[src/rtl/uart_rx_word_pkg.sv]
// Shared UART definitions: receiver FSM state encoding and the default bit period.
package uart_rx_word_pkg;

  typedef enum logic [1:0] {
    RX_IDLE  = 2'd0,
    RX_START = 2'd1,
    RX_DATA  = 2'd2,
    RX_STOP  = 2'd3
  } rx_state_e;

  // 9600 baud from a 100 MHz clock
  localparam int UART_M_DEFAULT = 10417;

endpackage

[src/rtl/uart_rx_byte.sv]
// UART byte receiver: line synchronizer, start/data/stop FSM and baud/bit down-counters.
// byte_ok / byte_err are combinational pulses in the stop-bit sample cycle.
module uart_rx_byte
  import uart_rx_word_pkg::*;
#(
  parameter int M = UART_M_DEFAULT
) (
  input  logic       clk,
  input  logic       reset,
  input  logic       serialin,
  input  logic       clear,
  output logic [7:0] byte_data,
  output logic       byte_ok,
  output logic       byte_err
);

  localparam int BW = $clog2(M);
  localparam logic [BW-1:0] HALF_LOAD = BW'(M / 2 - 1);
  localparam logic [BW-1:0] FULL_LOAD = BW'(M - 1);

  rx_state_e     state_q, state_d;
  logic [BW-1:0] baud_q, baud_d;
  logic [2:0]    bit_q, bit_d;
  logic [7:0]    shift_q, shift_d;
  logic [1:0]    sync_q, sync_d;
  logic          prev_q, prev_d;
  logic          line;

  assign line      = sync_q[1];
  assign sync_d    = {sync_q[0], serialin};
  assign prev_d    = line;
  assign byte_data = shift_q;

  always_ff @(posedge clk or negedge reset) begin
    if (!reset) begin
      state_q <= RX_IDLE;
      baud_q  <= '0;
      bit_q   <= '0;
      shift_q <= '0;
      sync_q  <= 2'b11;
      prev_q  <= 1'b1;
    end else begin
      state_q <= state_d;
      baud_q  <= baud_d;
      bit_q   <= bit_d;
      shift_q <= shift_d;
      sync_q  <= sync_d;
      prev_q  <= prev_d;
    end
  end

  // A falling edge needs prev_q high, so after a low stop bit the line must recover first
  always_comb begin
    state_d  = state_q;
    baud_d   = baud_q;
    bit_d    = bit_q;
    shift_d  = shift_q;
    byte_ok  = 1'b0;
    byte_err = 1'b0;
    if (clear) begin
      state_d = RX_IDLE;
      baud_d  = '0;
      bit_d   = '0;
      shift_d = '0;
    end else begin
      case (state_q)
        RX_IDLE: begin
          if (prev_q && !line) begin
            state_d = RX_START;
            baud_d  = HALF_LOAD;
          end
        end
        RX_START: begin
          if (baud_q == '0) begin
            if (!line) begin
              state_d = RX_DATA;
              baud_d  = FULL_LOAD;
              bit_d   = '0;
            end else begin
              state_d = RX_IDLE;
            end
          end else begin
            baud_d = baud_q - BW'(1);
          end
        end
        RX_DATA: begin
          if (baud_q == '0) begin
            shift_d = {line, shift_q[7:1]};
            baud_d  = FULL_LOAD;
            if (bit_q == 3'd7) begin
              state_d = RX_STOP;
              bit_d   = '0;
            end else begin
              bit_d = bit_q + 3'd1;
            end
          end else begin
            baud_d = baud_q - BW'(1);
          end
        end
        RX_STOP: begin
          if (baud_q == '0) begin
            state_d = RX_IDLE;
            if (line) byte_ok  = 1'b1;
            else      byte_err = 1'b1;
          end else begin
            baud_d = baud_q - BW'(1);
          end
        end
        default: state_d = RX_IDLE;
      endcase
    end
  end

endmodule

[src/rtl/uart_rx_word.sv]
// UART word receiver: assembles N/8 bytes (low byte first) into data_out with
// registered valid / frame_err pulses one cycle after the stop-bit sample.
module uart_rx_word
  import uart_rx_word_pkg::*;
#(
  parameter int N = 16,
  parameter int M = UART_M_DEFAULT
) (
  input  logic         clk,
  input  logic         reset,
  input  logic         serialin,
  input  logic         clear,
  output logic [N-1:0] data_out,
  output logic         valid,
  output logic         frame_err
);

  localparam int NB = N / 8;
  localparam int IW = (NB > 1) ? $clog2(NB) : 1;
  localparam logic [IW-1:0] LAST_IDX = IW'(NB - 1);

  logic [7:0]    byte_data;
  logic          byte_ok, byte_err;
  logic [IW-1:0] idx_q, idx_d;
  logic [N-1:0]  word_q, word_d;
  logic [N-1:0]  data_q, data_d;
  logic          valid_q, valid_d;
  logic          ferr_q, ferr_d;
  logic [N-1:0]  merged;

  uart_rx_byte #(.M(M)) u_rx_byte (
    .clk       (clk),
    .reset     (reset),
    .serialin  (serialin),
    .clear     (clear),
    .byte_data (byte_data),
    .byte_ok   (byte_ok),
    .byte_err  (byte_err)
  );

  always_ff @(posedge clk or negedge reset) begin
    if (!reset) begin
      idx_q   <= '0;
      word_q  <= '0;
      data_q  <= '0;
      valid_q <= 1'b0;
      ferr_q  <= 1'b0;
    end else begin
      idx_q   <= idx_d;
      word_q  <= word_d;
      data_q  <= data_d;
      valid_q <= valid_d;
      ferr_q  <= ferr_d;
    end
  end

  always_comb begin
    merged = word_q;
    for (int k = 0; k < NB; k++) begin
      if (idx_q == IW'(k)) merged[8*k +: 8] = byte_data;
    end
  end

  // Partial bytes live in word_q; data_out only changes on a completed word
  always_comb begin
    idx_d   = idx_q;
    word_d  = word_q;
    data_d  = data_q;
    valid_d = 1'b0;
    ferr_d  = 1'b0;
    if (clear) begin
      idx_d  = '0;
      word_d = '0;
    end else if (byte_err) begin
      ferr_d = 1'b1;
      idx_d  = '0;
      word_d = '0;
    end else if (byte_ok) begin
      if (idx_q == LAST_IDX) begin
        data_d  = merged;
        valid_d = 1'b1;
        idx_d   = '0;
        word_d  = '0;
      end else begin
        word_d = merged;
        idx_d  = idx_q + IW'(1);
      end
    end
  end

  assign data_out  = data_q;
  assign valid     = valid_q;
  assign frame_err = ferr_q;

endmodule
[config.mk]
export PLATFORM = sky130hd
export DESIGN_NAME = uart_rx_word
export DESIGN_NICKNAME = d
export VERILOG_FILES = /design/src/rtl/uart_rx_word_pkg.sv /design/src/rtl/uart_rx_byte.sv /design/src/rtl/uart_rx_word.sv
export SDC_FILE = /design/constraint.sdc
export NUM_CORES = 1
export LEC_CHECK = 0
export CORE_MARGIN = 2
export CORE_UTILIZATION = 35
export DETAILED_ROUTE_END_ITERATION = 6
export GPL_TIMING_DRIVEN = 0
export PLACE_DENSITY = 0.58
export REMOVE_ABC_BUFFERS = 1
export SLEW_MARGIN = 10
export SYNTH_ARGS = -nofsm -noshare
export SYNTH_HDL_FRONTEND = slang
export SYNTH_SLANG_ARGS = --single-unit
[constraint.sdc]
create_clock -name clk -period 3.2 [get_ports clk]
set_input_delay 0.32 -clock clk [delete_from_list [all_inputs] [get_ports clk]]
set_output_delay 0.32 -clock clk [all_outputs]
set_load 0.02 [all_outputs]
==> results.py <==
metrics = {
    "die": {
        "rows": 32,
        "dieHeight_um": 94.0,
        "dieArea_um2": 8840,
        "core_um2": 7810,
        "die_x_um": 94.0,
        "ioPinCount": 22,
        "start_util_pct": 36.3,
    },
    "logic_synthesis": {
        "synth_edf_count": 0,
        "syn_area_per_cell_um2": 10.4,
        "synth_top_family_by_area": "simple AND/OR/NAND/NOR gates",
        "synth-seq-area-share_pct": 50.4,
        "synthTopCellsByArea": "dfrtp_1 (48%), a21oi_1 (5.6%), mux2_4 (5.3%), nand2_1 (5.0%), ha_1 (3.5%)",
        "synth_top_area_share_pct": 47.6,
        "synthTopCellsByCount": "dfrtp_1 (54), nand2_1 (38), a21oi_1 (32)",
        "yosys.area_share.simple_pct": 18.7,
        "yosysWarnings": 0,
        "synth_area_um2": 2840,
        "synth_fa_ha_area_share_pct": 3.53,
        "synth.area.mux_share_pct": 8.42,
        "synth_ff_type": "dfrtp_1",
        "synth_top_area_cell": "dfrtp_1",
        "yosysMostFrequentCell": "dfrtp_1",
        "ys_ff_latch": 57,
        "synth_compound_area_share_pct": 15.4,
        "syn_inst": 274,
        "ys_types": 48,
        "synthArstFlopShare_pct": 100,
        "synthXorXnorAreaFrac_pct": 0,
    },
    "setup_path": {
        "path_class": "flip-flop to flip-flop",
        "regToRegSetupSlack_ns": 0.17,
        "endpoint_kind": "flip-flop",
        "worstReg2RegEnd": "data_out[4]$_DFFE_PN0P_",
        "r2r-start": "u_rx_byte.baud_q[0]$_DFFE_PN0P_",
        "crit_fanout": 16,
        "required_ns": 3.42,
        "arrival_ns": 3.25,
        "crit_path_start": "u_rx_byte.baud_q[0]$_DFFE_PN0P_",
        "r2r_cells": 7,
        "start_kind": "flip-flop",
        "cp-endpoint": "data_out[4]$_DFFE_PN0P_",
    },
    "clocking": {
        "cts_buffers": 9,
        "h-tree-depth": 3,
        "cts_tree": "yes",
        "clkSlewWorstSetupHoldPaths_ns": 0.07,
        "clock-sinks": 57,
        "clk-insertion-delay-late_ns": 0.34,
        "root_buffer": "clkbuf_8",
        "cts_setup_buffers": 0,
        "cts_max_path_buffers": 2,
    },
    "sta": {
        "setup_violations": 0,
        "rsz0062_at_grt": "false",
        "fin_tns_setup_ns": 0,
        "max_clock_freq_mhz": 330,
        "hold_violations": 0,
        "fin_worst_skew_ns": 0.00874,
        "final.min_clock_period_ns": 3.03,
        "layout_worst_path_cycle_share_pct": 94.6,
        "max_slew_margin_pct": 37.4,
        "max_slew.worst_pin.slew_ns": 0.938,
        "finalMaxSlewViolations": 0,
    },
    "pwr": {
        "ir_drop_v": 0.000197,
        "p_leak_nw": 1.44,
        "p_per_area_nw_per_um2": 550,
    },
    "global_routing": {
        "antenna_found_initial": 0,
        "grt_pass1_wl_mm": 10.1,
        "grt_max_degree": 58,
        "grt.total_usage_pct": 14.8,
        "grt_pass1_vias": 2101,
        "grt_overflow": 0,
    },
    "cells_and_area": {
        "area_growth_pct": 16.4,
        "finalInstanceArea_um2": 3300,
        "drive_gt1_share_pct": 15.8,
        "diodes": 0,
        "nets": 305,
    },
    "route": {
        "wire_per_inst_um": 14.5,
        "drc": 0,
        "drtAntennaViolNets": 0,
        "drt_wl_total_mm": 5.79,
        "viasPerCell": 5.31,
        "drt_iter0_drc": 131,
        "num_vias": 2117,
        "drt_pre_antenna_iters": 4,
    },
    "place": {
        "dpl_cell_area_um2": 3090,
        "gp_congestion": 0.871,
        "portBuffers": 21,
        "hpwl_mm": 3.88,
    },
    "status": {
        "status": "finished, final reports clean",
    },
    "min_path": {
        "hp-class": "input port to async pin",
    },
    "flow_run": {
        "max_cap_violations": 0,
    },
}
area by class of cell:
| cell class | instances | area [um2] |
|---|---|---|
| fillers | 778 | 4510 |
| multi-input cells | 197 | 1310 |
| clock buffers | 9 | 124 |
| inverters | 7 | 26.3 |
| well taps | 102 | 128 |
| repair buffers | 21 | 203 |
| clock inverters | 6 | 83.8 |
| flip-flops and latches | 57 | 1430 |
what timing repair did:
item                       in CTS  in global routing
setup endpoints to repair       0                 16
hold buffers                    0                  0
resized for setup               0                  1
logic make-up after synthesis:
kind of cell / count (synthesis)
adders and majority gates: 8
muxes: 18
DFF: 57
and+or+nand+nor: 100
AOI/OAI and AO/OA: 71
buffers and inverters: 20
metrics by stage:
step | power, W | hold slack (ns) | util (%) | std cells | setup WS [ns]
finish | 0.00181 | 0.0328 | 42.3 | 399 | 0.172
global route | 0.00193 | 0.0823 | 42.3 | 399 | 0.0219
CTS | 0.00184 | 0.0573 | 42.3 | 399 | 0.0963
detailed placement | 0.00111 | 0.349 | 39.6 | 384 | 0.111
global placement | 0.00110 | 0.347 | 39.7 | 384 | -0.0916
floorplan | 0.00102 | 0.0244 | - | 261 | 0.432
power by group:
group	switching [W]	internal, W	total (W)
Combinational	0.000197	0.000104	0.000301
Sequential	0.0000410	0.000755	0.000796
Clock	0.000287	0.000431	0.000718
Total	0.000525	0.00129	0.00181
registers in the layout, indices dropped and copies added, names as in the netlist, 2 cells and up:
signal / cells
u_rx_byte.sync_q: 2
u_rx_byte.bit_q: 3
u_rx_byte.state_q: 2
u_rx_byte.baud_q: 14
data_out: 16
word_q: 8
u_rx_byte.byte_data: 8
placed cells by master, fill, tap and decap left out, drive strengths merged, types with 2 or more instances in the layout:
cell type      instances
o22a                   4
clkdlybuf4s50         19
a22o                   2
nor3                   9
nand3                 10
or4b                   2
buf                    2
a21oi                 32
o21bai                 2
dfstp                  3
nor4                   6
bufinv                 2
ha                     8
nand2                 39
a31oi                  2
nand2b                 3
inv                    7
or3                    6
or4                    2
o21ai                 13
nor2                  17
o31ai                  3
mux2                  17
clkbuf                 9
dfrtp                 54
o2bb2ai                4
clkinv                 4
routing by layer:
metal  track usage (%)  vias to the layer above  part of all wire [%]
li1                  -                     1030                     -
met1              18.2                     1035                    45
met2              23.9                       46                    50
met3              5.62                        6                   4.5
met4              5.07                        0                  0.90
met5                 0                        -                     0
critical path, stage by stage (launching register included):
cell     delay, ns
dfrtp_1       0.44
inv_1         0.08
ha_1          0.24
or4b_4        0.55
nor4_4        0.31
nand2_2       0.20
or3_2         0.71
mux2_4        0.38
worst min path at each step:
stage                                  start                             to  slack [ns]
2_1_floorplan                          reset        data_out[0]$_DFFE_PN0P_        0.02
5_1_grt                                reset        data_out[5]$_DFFE_PN0P_        0.08
3_5_place_dp   u_rx_byte.sync_q[0]$_DFF_PN1_  u_rx_byte.sync_q[1]$_DFF_PN1_        0.35
3_3_place_gp   u_rx_byte.sync_q[0]$_DFF_PN1_  u_rx_byte.sync_q[1]$_DFF_PN1_        0.35
4_1_cts                                reset        data_out[4]$_DFFE_PN0P_        0.06
6_report                               reset        data_out[5]$_DFFE_PN0P_        0.03
No activity file was read; power rests on OpenSTA's default activity.
